$ cat config.mk
export PLATFORM = sky130hd
export DESIGN_NAME = cursor_step_generator
export DESIGN_NICKNAME = d
export VERILOG_FILES = /design/src/rtl/cursor_step_generator.sv
export SDC_FILE = /design/constraint.sdc
export NUM_CORES = 1
export LEC_CHECK = 0
export CAP_MARGIN = 40
export CORE_MARGIN = 8
export CORE_UTILIZATION = 35
export CTS_CLUSTER_DIAMETER = 40
export CTS_CLUSTER_SIZE = 25
export DETAILED_ROUTE_END_ITERATION = 10
export DONT_BUFFER_PORTS = 1
export GPL_TIMING_DRIVEN = 0
export SLEW_MARGIN = 20
export SYNTH_ARGS = -nofsm -noshare
export SYNTH_HDL_FRONTEND = slang
export SYNTH_SLANG_ARGS = --single-unit
$ cat constraint.sdc
create_clock -name clk -period 2.7 [get_ports clk]
set_input_delay 0.54 -clock clk [delete_from_list [all_inputs] [get_ports clk]]
set_output_delay 0.54 -clock clk [all_outputs]
set_load 0.05 [all_outputs]
$ cat src/rtl/cursor_step_generator.sv
// Direction switch conditioner: 2-FF sync, per-bit debounce, opposing-pair cancel,
// and auto-repeating one-cycle step pulses that accelerate after ACCEL_STEPS repeats.
//   state  | meaning
//   IDLE   | no effective direction held, timer cleared
//   DELAY  | first step issued, waiting FIRST_DELAY for the first auto-repeat
//   REPEAT | auto-repeating at REPEAT_SLOW, then REPEAT_FAST once accelerated
module cursor_step_generator #(
    parameter int DEBOUNCE_CYCLES = 250000,
    parameter int FIRST_DELAY     = 6250000,
    parameter int REPEAT_SLOW     = 625000,
    parameter int REPEAT_FAST     = 125000,
    parameter int ACCEL_STEPS     = 32,
    parameter int CNT_W           = 24
) (
    input  logic       clk,
    input  logic       rst_n,
    input  logic       sw_up_raw,
    input  logic       sw_down_raw,
    input  logic       sw_left_raw,
    input  logic       sw_right_raw,
    output logic       step_up,
    output logic       step_down,
    output logic       step_left,
    output logic       step_right,
    output logic [3:0] held
);

    localparam logic [CNT_W-1:0] DEB_LAST  = CNT_W'(DEBOUNCE_CYCLES - 1);
    localparam logic [CNT_W-1:0] FIRST_M1  = CNT_W'(FIRST_DELAY - 1);
    localparam logic [CNT_W-1:0] SLOW_M1   = CNT_W'(REPEAT_SLOW - 1);
    localparam logic [CNT_W-1:0] FAST_M1   = CNT_W'(REPEAT_FAST - 1);
    localparam logic [CNT_W-1:0] ACCEL_MAX = CNT_W'(ACCEL_STEPS);

    typedef enum logic [1:0] {
        IDLE   = 2'd0,
        DELAY  = 2'd1,
        REPEAT = 2'd2
    } state_t;

    logic [3:0]       raw;
    logic [3:0]       sync1;
    logic [3:0]       sync2;
    logic [CNT_W-1:0] deb_cnt [4];
    logic [3:0]       eff;
    logic [3:0]       eff_prev;
    logic [3:0]       newly;

    state_t           state_q;
    state_t           state_d;
    logic [CNT_W-1:0] timer_q;
    logic [CNT_W-1:0] timer_d;
    logic [CNT_W-1:0] accel_q;
    logic [CNT_W-1:0] accel_d;
    logic [CNT_W-1:0] accel_inc;
    logic [3:0]       step_q;
    logic [3:0]       step_d;

    // Bit order everywhere is {up, down, left, right}.
    assign raw = {sw_up_raw, sw_down_raw, sw_left_raw, sw_right_raw};

    always_ff @(posedge clk) begin
        if (!rst_n) begin
            sync1 <= '0;
            sync2 <= '0;
        end else begin
            sync1 <= raw;
            sync2 <= sync1;
        end
    end

    always_ff @(posedge clk) begin
        for (int i = 0; i < 4; i++) begin
            if (!rst_n) begin
                deb_cnt[i] <= '0;
                held[i]    <= 1'b0;
            end else if (sync2[i] == held[i]) begin
                deb_cnt[i] <= '0;
            end else if (deb_cnt[i] == DEB_LAST) begin
                deb_cnt[i] <= '0;
                held[i]    <= ~held[i];
            end else begin
                deb_cnt[i] <= deb_cnt[i] + 1'b1;
            end
        end
    end

    // Opposing directions held together cancel each other out.
    assign eff = {held[3] & ~held[2], held[2] & ~held[3],
                  held[1] & ~held[0], held[0] & ~held[1]};
    assign newly = eff & ~eff_prev;

    always_ff @(posedge clk) begin
        if (!rst_n) begin
            eff_prev <= '0;
            state_q  <= IDLE;
            timer_q  <= '0;
            accel_q  <= '0;
            step_q   <= '0;
        end else begin
            eff_prev <= eff;
            state_q  <= state_d;
            timer_q  <= timer_d;
            accel_q  <= accel_d;
            step_q   <= step_d;
        end
    end

    always_comb begin
        state_d   = state_q;
        timer_d   = timer_q;
        accel_d   = accel_q;
        step_d    = '0;
        accel_inc = (accel_q >= ACCEL_MAX) ? accel_q : accel_q + 1'b1;

        if (eff == 4'b0000) begin
            state_d = IDLE;
            timer_d = '0;
        end else if (newly != 4'b0000 || state_q == IDLE) begin
            // A newly effective direction restarts timing; only it is pulsed.
            step_d  = newly;
            timer_d = FIRST_M1;
            accel_d = '0;
            state_d = DELAY;
        end else begin
            case (state_q)
                DELAY: begin
                    if (timer_q == '0) begin
                        step_d  = eff;
                        timer_d = SLOW_M1;
                        accel_d = CNT_W'(1);
                        state_d = REPEAT;
                    end else begin
                        timer_d = timer_q - 1'b1;
                    end
                end
                REPEAT: begin
                    if (timer_q == '0) begin
                        step_d  = eff;
                        accel_d = accel_inc;
                        timer_d = (accel_inc >= ACCEL_MAX) ? FAST_M1 : SLOW_M1;
                    end else begin
                        timer_d = timer_q - 1'b1;
                    end
                end
                default: begin
                    state_d = IDLE;
                    timer_d = '0;
                end
            endcase
        end
    end

    assign {step_up, step_down, step_left, step_right} = step_q;

endmodule

==> results of run 1 <==
## repair_timing
item	in CTS	in global routing
resized for setup	5	18
setup endpoints to repair	29	77
hold buffers	0	0
cloned	0	0
pin swaps	0	3
buffers inserted	0	3
## worst paths after layout
check / startpoint / endpoint / slack (ps) / depth (start not counted)
min: sw_down_raw / sync1[2] / 240 / 1
max reg2reg: timer_q[1] / accel_q[4] / 140 / 8
max: timer_q[1] / accel_q[4] / 140 / 8
min reg2reg: sync1[0] / sync2[0] / 430 / 1
## cell type report
| cell class | count | share of cell area, % |
|---|---|---|
| multi-input cells | 665 | 42.1 |
| flip-flops and latches | 166 | 45.9 |
| plain buffers | 24 | 1.03 |
| repair buffers | 4 | 0.281 |
| clock buffers | 18 | 4.81 |
| inverters | 23 | 0.923 |
| well taps | 285 | 3.81 |
| clock inverters | 14 | 1.18 |
## routing by layer
layer,GRT usage [%],share of wire (%),up-vias
li1,-,-,2925
met2,17.5,46,50
met4,3.80,1.7,0
met3,2.59,2.7,18
met5,0,0,-
met1,13.7,49,2572
## logic make-up (layout without fill, tap and decap cells)
logic type | after synthesis | in the layout | share of synthesized area (%)
and+or+nand+nor | 384 | 384 | 25.0
DFF | 166 | 166 | 53.6
xor gates and xnor gates | 104 | 104 | 11.4
AOI/OAI and AO/OA | 62 | 62 | 4.85
buffers and inverters | 48 | 83 | 2.27
adders and majority gates | 14 | 14 | 2.19
muxes | 5 | 5 | 0.626
other | 1 | 96 | 0.0469
## state kept, by name, indices dropped and copies added, names as in the netlist
signal	count
accel_q	24
deb_cnt	96
eff_prev	4
held	4
state_q	2
step_q	4
sync1	4
sync2	4
timer_q	24
## cells in the final DEF (no fill, tap or decap), drive strengths merged, types with 4 or more instances in the layout
master	netlist	final
nor2b	9	9
edfxtp	96	96
nand3	47	47
buf	0	4
or3	9	9
nand4	25	25
o21ai	18	18
o21a	4	4
dfxtp	70	70
nor4b	7	7
a31oi	5	5
nor2	127	127
xor2	67	67
clkbuf	25	42
nand2	47	47
nor4	20	20
mux2i	5	5
and4	16	16
or4	10	10
ha	14	14
xnor2	37	37
inv	23	34
and2	34	34
nor3	15	15
and3	7	7
conb	1	96
a21oi	19	19
## report_power, final
group          internal, mW  leakage [nW]  switching, mW
Sequential             2.74          1.56         0.0672
Clock                  1.26         0.285           1.04
Combinational        0.0513          1.60         0.0785
## per-stage QoR
stage | setup slack [ps] | hold slack [ps] | total power [mW] | util (%)
floorplan | 209 | 403 | 2.95 | -
global placement | -170 | 417 | 2.99 | 38.7
global route | 8.62 | 225 | 5.46 | 41.6
CTS | 4.94 | 221 | 5.31 | 41.3
detailed placement | -180 | 423 | 2.99 | 38.7
finish | 143 | 242 | 5.24 | 41.6
## worst reg2reg max path, cell delays in order, from the launching register on
cell,delay [ps]
dfxtp_1,310
inv_1,90
ha_4,150
or4b_4,500
nor4b_4,380
nand4_1,210
a2bb2oi_4,200
or4_1,510
a21boi_1,140
==> impl_results.md, run 1 <==
* Antenna viol nets, final at 0
* DR vias at between 5k and 6k
* Remaining DRCs at 0
* Clk_lat worst skew at between 400 and 500 ps
* CP Data Required Time at 3060 ps
* DR iter-0 viols at around 250
* Slowest cell on the critical path: or4_1
* Total core area at 22500 um^2
* Setup-failing EPs final at 0
* Global route overflow at 0
* Fin cells at 1199
* Vias per cell at between 4 and 5
* Setup crit end kind: flip-flop
* DR pass1 iterations at 4
* Multi-input gate area at about 3900 um^2
* Overall Global Routing Usage at 10.7%
* RSZ-0062 raised after global routing: no
* Drt wl/cell at approximately 12 um
* Commonest cells in the synthesized netlist: 127 x nor2_1, 96 x edfxtp_1, 70 x dfxtp_1
* N_diodes at 0
* DRT Wirelength at about 14000 um
* Ys Warns at 0
* Power per cell area at 560 nW/um^2
* DIE HEIGHT at 167 um
* Netlist cell types at between 40 and 50
* Synth top area share at roughly 36%
* Fin crit share at around 95%
* Max cap viols at 0
* Max-slew headroom at roughly half
* Final Hold Vio Count at 0
* CTS root buf: clkbuf_16
* Area grow syn2layout at 17.1%
* Worst path bufs/invs at 1
* Synthesized area per cell at 10.2 um^2
* Crit path cell chain: inv_1, ha_4, or4b_4, nor4b_4, nand4_1, a2bb2oi_4, or4_1, a21boi_1
* Initial Util at between 30% and 40%
* Placed cell areas at about 8700 um^2
* Skew final at about 8.1 ps
* Die ar. at between 20000 and 30000 um^2
* Status: complete, no violations
* Final net count at between 900 and 1k
* CP max FO at 5
* Primary FF master, synth: edfxtp_1
* Vias in the first global route at between 5k and 6k
* Clock tree from TritonCTS: yes
* Synthesized flop and latch total at 166
* Slew @ Worst Pin at 762 ps
* Final Cell Area at ~9400 um^2
* First-pass GRT wire length at 24900 um
* Input/output buffers at 0
* Clock tree sinks at 166
* TritonCTS Buffers at 17
* Max Fclk at 391 MHz
* Placed Cells at roughly 1.2k
* Cell taking the most area after synthesis: edfxtp_1
* DP Wirelength at between 10000 and 15000 um
* Fillers at 2145
* Async SR Flop Fraction at 0%
* Register area at roughly 4300 um^2
* Setup crit start kind: flip-flop
* Syn Inst Count at just under 800
* Layout cells sized above 1 at 6.56%
* Sequential cell area fraction in the yosys report at 53.6%
* Clk buf depth at 2
* Leakage at about 3.4 nW
* CP arrival at between 2000 and 3000 ps
* Synthesized area at 7990 um^2
* Total negative setup slack at 0 ps
* Width of the die at around 170 um
* Synth area leaders: edfxtp_1 36%, dfxtp_1 18%, xor2_1 7.3%
* Delay-heaviest family, CP: simple AND/OR/NAND/NOR gates
* Max-slew violations at 0
* Worst Hold Class: primary input to flip-flop
* Clk slew on worst S/H paths at about 60 ps
* GP Congestion at 0.763
* Worst vdd rail ir drop at about 0.00042 V
* Post-synth EDFFs at between 90 and 100
* CP max stage delay at 510 ps
* Final min period at around 2600 ps
* H-tree level count at 4
* I/O Pins at 14
* Crit Path Category: flip-flop to flip-flop
* Initial antenna violation count at 0
* Largest net degree at the start of global routing at 17
* Row cnt at between 50 and 60
* Most numerous cell in the Yosys netlist: nor2_1
No activity file was read; power rests on OpenSTA's default activity.
==> run 2: changes to the inputs <==
--- a/config.mk
+++ b/config.mk
@@ -12,7 +12,7 @@
 export CTS_CLUSTER_SIZE = 25
 export DETAILED_ROUTE_END_ITERATION = 10
 export DONT_BUFFER_PORTS = 1
-export GPL_TIMING_DRIVEN = 0
+export PLACE_DENSITY = 0.46
 export SLEW_MARGIN = 20
 export SYNTH_ARGS = -nofsm -noshare
 export SYNTH_HDL_FRONTEND = slang
==> run 2 against run 1 <==
  * Total power rose by 2.5%
  * Sequential power about the same
  * Sequential cell count stayed put
  * Highest routed layer is now met5
  * Largest cell class unchanged
  * Sequential share of layout area down 0.25 points
  * Combinational power down 5%
==> impl_results.md, run 2 (synthesized netlist as in run 1, its figures left out) <==
* Post-CTS Setup Bufs at 0 (unchanged)
* Max-slew violations at 0 (unchanged)
* Vias per cell at 4.76 (+2.5%)
* Worst setup endpoint: accel_q[3]
* Global route overflow at 0 (unchanged)
* First-pass GRT wire length at 26700 um (+7.1%)
* Initial Util at 35.5% (unchanged)
* N_diodes at 0 (unchanged)
* Pwr Total at 5.37 mW (+2.5%)
* Overall Global Routing Usage at 11.5% (+0.78 points)
* Antenna viol nets, final at 0 (unchanged)
* DP Wirelength at 11000 um (+4.5%)
* Max-slew headroom at 57.0% (+8.2 points)
* CP Data Required Time at 3010 ps (-50 ps)
* Crit Path Category: flip-flop to flip-flop
* Vias in the first global route at 5680 (+7.7%)
* Leakage at 3.49 nW (+1.6%)
* Leading cell type in the layout, fill and taps excluded: nor2_1
* Multi-input gate area at 3890 um^2 (-1.4%)
* Skew final at 10.9 ps (+2.83 ps)
* Remaining DRCs at 0 (unchanged)
* Fin Hold WS at 240 ps (-1.88 ps)
* Status: complete, no violations
* Setup-failing EPs final at 0 (unchanged)
* Worst Hold Class: primary input to flip-flop
* Clk buf depth at 2 (unchanged)
* Die ar. at 27900 um^2 (unchanged)
* Start point of the critical path: timer_q[0]
* TritonCTS Buffers at 17 (unchanged)
* Final net count at 915 (-0.65%)
* Area grow syn2layout at 17.5%
* I/O Pins at 14 (unchanged)
* Final Util at 41.7% (+0.16 points)
* Max reg flops at 96 (unchanged)
* Slew @ Worst Pin at 640 ps (-122 ps)
* Final worst slack at 140 ps (-3.14 ps)
* CP arrival at 2870 ps (-40 ps)
* Setup crit end kind: flip-flop
* Hold-fix buffers at CTS at 0 (unchanged)
* Layout cells sized above 1 at 6.72% (+0.15 points)
* Clk slew on worst S/H paths at 60 ps (about the same)
* Total core area at 22500 um^2 (unchanged)
* H-tree level count at 4 (unchanged)
* Final Hold Vio Count at 0 (unchanged)
* Initial antenna violation count at 1 (+1)
* Drt wl/cell at 12.8 um (+6.3%)
* Max cap viols at 0 (unchanged)
* Clock tree sinks at 166 (unchanged)
* Crit Reg-Reg Startpoint: timer_q[0]
* R2R setup slack at 140 ps (about the same)
* Register area at 4280 um^2 (-0.17%)
* DIE HEIGHT at 167 um (unchanged)
* Total negative setup slack at 0 ps (unchanged)
* DR vias at 5675 (+2.0%)
* Top reg by flops: deb_cnt
* RSZ-0062 raised after global routing: no
* DR pass1 iterations at 4 (unchanged)
* Final min period at 2560 ps (+3.14 ps)
* DRT Wirelength at 15300 um (+5.7%)
* Pre-CTS setup slack at 109 ps (+290 ps)
* Clk_lat worst skew at 420 ps (about the same)
* CP max FO at 6 (+1)
* RR Endpoint: accel_q[3]
* DR iter-0 viols at 257 (+3.2%)
* GP Congestion at 0.759 (-0.58%)
* Most frequent cells in the layout: 127 x nor2_1, 96 x edfxtp_1, 96 x conb_1
* Max Fclk at 391 MHz (-0.12%)
* Row cnt at 55 (unchanged)
* Clock tree from TritonCTS: yes
* Setup crit start kind: flip-flop
* Width of the die at 167 um (unchanged)
* Fin crit share at 94.8% (+0.12 points)
* Largest net degree at the start of global routing at 27 (+10)
* Top flop regs: deb_cnt x96, accel_q x24, timer_q x24
* Fillers at 2220 (+3.5%)
* Input/output buffers at 0 (unchanged)
* Worst hold start: rst_n
* FF-to-FF path depth at 9 (+1)
* Worst vdd rail ir drop at 0.000356 V (-15%)
* CTS root buf: clkbuf_16
* Power per cell area at 572 nW/um^2 (+2.1%)
==> run 2: changes by cell type in the layout (fill, tap and decap cells not counted), sizes merged <==
cell | before | now
clkbuf | 42 | 26
buf | 4 | 22
clkinvlp | 0 | 1
bufinv | 0 | 1
clkinv | 3 | 4
inv | 34 | 23
==> run 2: routing by layer <==
metal  track usage [%]  up-vias  routed length [um]  share of wire (%)
li1                  -     2903                   -                  -
met1              13.6     2691                7120                 47
met2              19.5       54                7370                 48
met3              3.27       25                 514                3.4
met4              4.54        2                 270                1.8
met5                 0        -                  13              0.085
==> run 2: critical path, cell delays in order, from the launching register on <==
cell	delay [ps]
dfxtp_1	310
inv_1	70
ha_1	200
or4b_4	520
nor4b_4	250
nand4_1	200
a2bb2oi_2	230
buf_4	170
o31a_1	310
o21a_1	190
==> run 2: timing repair <==
action                     in CTS  in global routing
setup endpoints to repair       0                  4
hold endpoints to repair        0                  0
gates resized for setup         0                  1
==> run 2: layout make-up <==
type                            instances  area share, %
Sequential cell                       166           45.6
Multi-Input combinational cell        665           41.4
Clock buffer                           26           5.77
Tap cell                              285           3.80
Timing Repair Buffer                   22           1.89
Inverter                               23          0.919
Clock inverter                          6          0.639
==> run 2: where the power goes <==
part           switching (mW)  total, mW  internal, mW
combinational          0.0720      0.124        0.0523
clock                   0.960       2.44          1.48
sequential             0.0679       2.81          2.74
==> run 2: worst min path at each step <==
| stage | end | slack (ps) | depth (start not counted) |
|---|---|---|---|
| after floorplan | step_q[2] | 400 | 1 |
| after global placement | sync2[0] | 410 | 1 |
| after detailed placement | step_q[3] | 420 | 1 |
| after CTS | sync2[0] | 220 | 1 |
| after global routing | sync2[0] | 220 | 1 |
| final | sync2[0] | 240 | 1 |
==> run 2: metrics by stage <==
step                std cells  instance area, um^2
finish                   1193                 9390
global route             1193                 9390
CTS                      1193                 9390
detailed placement       1161                 8790
global placement         1161                 8790
floorplan                 879                 8350
==> run 3: changes to the inputs <==
--- a/config.mk
+++ b/config.mk
@@ -6,7 +6,6 @@
 export NUM_CORES = 1
 export LEC_CHECK = 0
 export CAP_MARGIN = 40
-export CORE_MARGIN = 8
 export CORE_UTILIZATION = 35
 export CTS_CLUSTER_DIAMETER = 40
 export CTS_CLUSTER_SIZE = 25
==> run 3 against run 2 <==
  * Routed wire length is 1.7% higher
  * Sequential power is essentially flat
  * Sequential cell count stayed put
  * Critical path depth shrank 1
  * Clock power is 12% higher
  * Clock skew is 0.97 ps higher
  * Combinational power about the same
  * Die area shrank 16%
  * Clock-buffer cell count fell by 7
  * Register-to-register slack improved by 20 ps
  * Total power increased by 5.7%
  * Critical path type unchanged
==> impl_results.md, run 3 (synthesized netlist as in run 1, its figures left out) <==
* Skew final at 11.9 ps (+0.968 ps)
* Drt wl/cell at 13.1 um (+2.1%)
* Leading cell type in the layout, fill and taps excluded: nor2_1
* Vias in the first global route at 5588 (-1.6%)
* Max-slew headroom at 50.2% (-6.8 points)
* Max Fclk at 394 MHz (+0.98%)
* CP max stage delay at 550 ps (+30 ps)
* H-tree level count at 4 (unchanged)
* Setup-failing EPs final at 0 (unchanged)
* Fillers at 2128 (-4.1%)
* Max-slew violations at 0 (unchanged)
* Crit path cell chain: inv_1, ha_1, or4b_1, nor4b_4, nand4_1, a2bb2oi_2, or4_1, a21boi_1
* Status: complete, no violations
* Top flop regs: deb_cnt x96, accel_q x24, timer_q x24
* Top reg by flops: deb_cnt
* Crit Reg-Reg Startpoint: timer_q[0]
* Layout cells sized above 1 at 6.72% (unchanged)
* Post-CTS Resized at 0 (unchanged)
* Clk buf depth at 2 (unchanged)
* Hold-fix buffers at CTS at 0 (unchanged)
* Post-CTS Setup Bufs at 0 (unchanged)
* Power per cell area at 600 nW/um^2 (+4.9%)
* Largest net degree at the start of global routing at 27 (unchanged)
* Antenna viol nets, final at 0 (unchanged)
* CP Data Required Time at 3040 ps (+30 ps)
* Total negative setup slack at 0 ps (unchanged)
* Max cap viols at 0 (unchanged)
* RR Endpoint: accel_q[4]
* Clock tree from TritonCTS: yes
* First-pass GRT wire length at 26700 um (+0.18%)
* Row cnt at 54 (-1.8%)
* Final min period at 2540 ps (-24.8 ps)
* Final net count at 915 (unchanged)
* Overall Global Routing Usage at 14.1% (+2.6 points)
* Clk_lat worst skew at 420 ps (about the same)
* Vias per cell at 4.77 (+0.18%)
* Width of the die at 153 um (-8.4%)
* Remaining DRCs at 0 (unchanged)
* Fin crit share at 93.9% (-0.92 points)
* GP Congestion at 0.777 (+2.4%)
* Setup crit start kind: flip-flop
* Pwr Total at 5.68 mW (+5.7%)
* Slowest cell on the critical path: or4b_1
* I/O Pins at 14 (unchanged)
* Leakage at 3.52 nW (+0.73%)
* TritonCTS Buffers at 17 (unchanged)
* Max reg flops at 96 (unchanged)
* Worst setup endpoint: accel_q[4]
* DR vias at 5666 (-0.16%)
* R2R setup slack at 160 ps (+20 ps)
* Worst Hold Class: primary input to flip-flop
* Worst Hold Path Cells at 1 (unchanged)
* Clk slew on worst S/H paths at 70 ps (about the same)
* CTS root buf: clkbuf_16
* RSZ-0062 raised after global routing: no
* Worst vdd rail ir drop at 0.000320 V (-10%)
* DP Wirelength at 11100 um (+1.1%)
* FF-to-FF path depth at 8 (-1)
* Global route overflow at 0 (unchanged)
* CP max FO at 10 (+4)
* Crit Path Category: flip-flop to flip-flop
* Initial antenna violation count at 1 (unchanged)
* Area grow syn2layout at 18.5%
* Die ar. at 23400 um^2 (-16%)
* Input/output buffers at 0 (unchanged)
* Most frequent cells in the layout: 127 x nor2_1, 96 x edfxtp_1, 96 x conb_1
* DR pass1 iterations at 4 (unchanged)
* DIE HEIGHT at 153 um (-8.4%)
* Setup crit end kind: flip-flop
* Initial Util at 36.2% (+0.66 points)
* Final Hold Vio Count at 0 (unchanged)
* Slew @ Worst Pin at 741 ps (+101 ps)
* Start point of the critical path: timer_q[0]
* Total core area at 22100 um^2 (-1.8%)
* CP arrival at 2880 ps (about the same)
* Clock tree sinks at 166 (unchanged)
* DRT Wirelength at 15600 um (+1.7%)
* DR iter-0 viols at 257 (unchanged)
## run 3: cell types whose count changed in the layout (fill, tap and decap cells not counted), sizes merged
| cell | previous run | this run |
|---|---|---|
| clkbuf | 26 | 19 |
| inv | 23 | 24 |
| clkinv | 4 | 3 |
| diode | 0 | 1 |
| bufinv | 1 | 6 |
| clkinvlp | 1 | 3 |
## run 3: how the worst min path moves through the flow
| stage | to | from | slack [ps] |
|---|---|---|---|
| final | sync1[0] | rst_n | 240 |
| after global routing | sync1[0] | rst_n | 210 |
| after CTS | sync1[0] | rst_n | 210 |
| after detailed placement | step_q[3] | eff_prev[3] | 420 |
| after global placement | sync2[0] | sync1[0] | 420 |
| after floorplan | step_q[2] | eff_prev[2] | 400 |
## run 3: per-layer routing
layer	part of all wire [%]	wire length (um)	GRT usage, %
met4	0.86	133	5.05
met5	0	0	0
met2	48	7500	23.6
met1	48	7480	17.8
met3	2.8	437	3.35
## run 3: metrics by stage
stage	area [um^2]	hold slack, ps	util [%]	instances	setup slack (ps)
6_report	9470	235	42.9	1189	164
5_1_grt	9470	211	42.9	1188	31.2
4_1_cts	9460	214	42.8	1188	129
3_5_place_dp	8790	419	39.8	1156	176
3_3_place_gp	8790	417	39.8	1156	240
2_1_floorplan	8350	403	-	879	209
## run 3: power by group
group / total, mW / internal, mW / switching [mW]
Combinational: 0.126 / 0.0533 / 0.0723
Clock: 2.74 / 1.74 / 1.01
Sequential: 2.81 / 2.74 / 0.0678
Total: 5.68 / 4.53 / 1.15
## run 3: worst max-delay path: cells and delay by family, from the launching register on
family                     cells  cell delay (ps)
and+or+nand+nor                4             1500
AOI/OAI and AO/OA              2              390
DFF                            1              310
adders and majority gates      1              200
buffers and inverters          1               70
## run 3: area by class of cell
type	count	area [um^2]	share of cell area [%]
clock inverters	13	229	2.42
well taps	280	350	3.70
repair buffers	22	190	2.01
multi-input cells	665	3890	41.1
clock buffers	19	433	4.57
inverters	23	86.3	0.912
flip-flops and latches	166	4280	45.2
diodes	1	2.50	0.0264
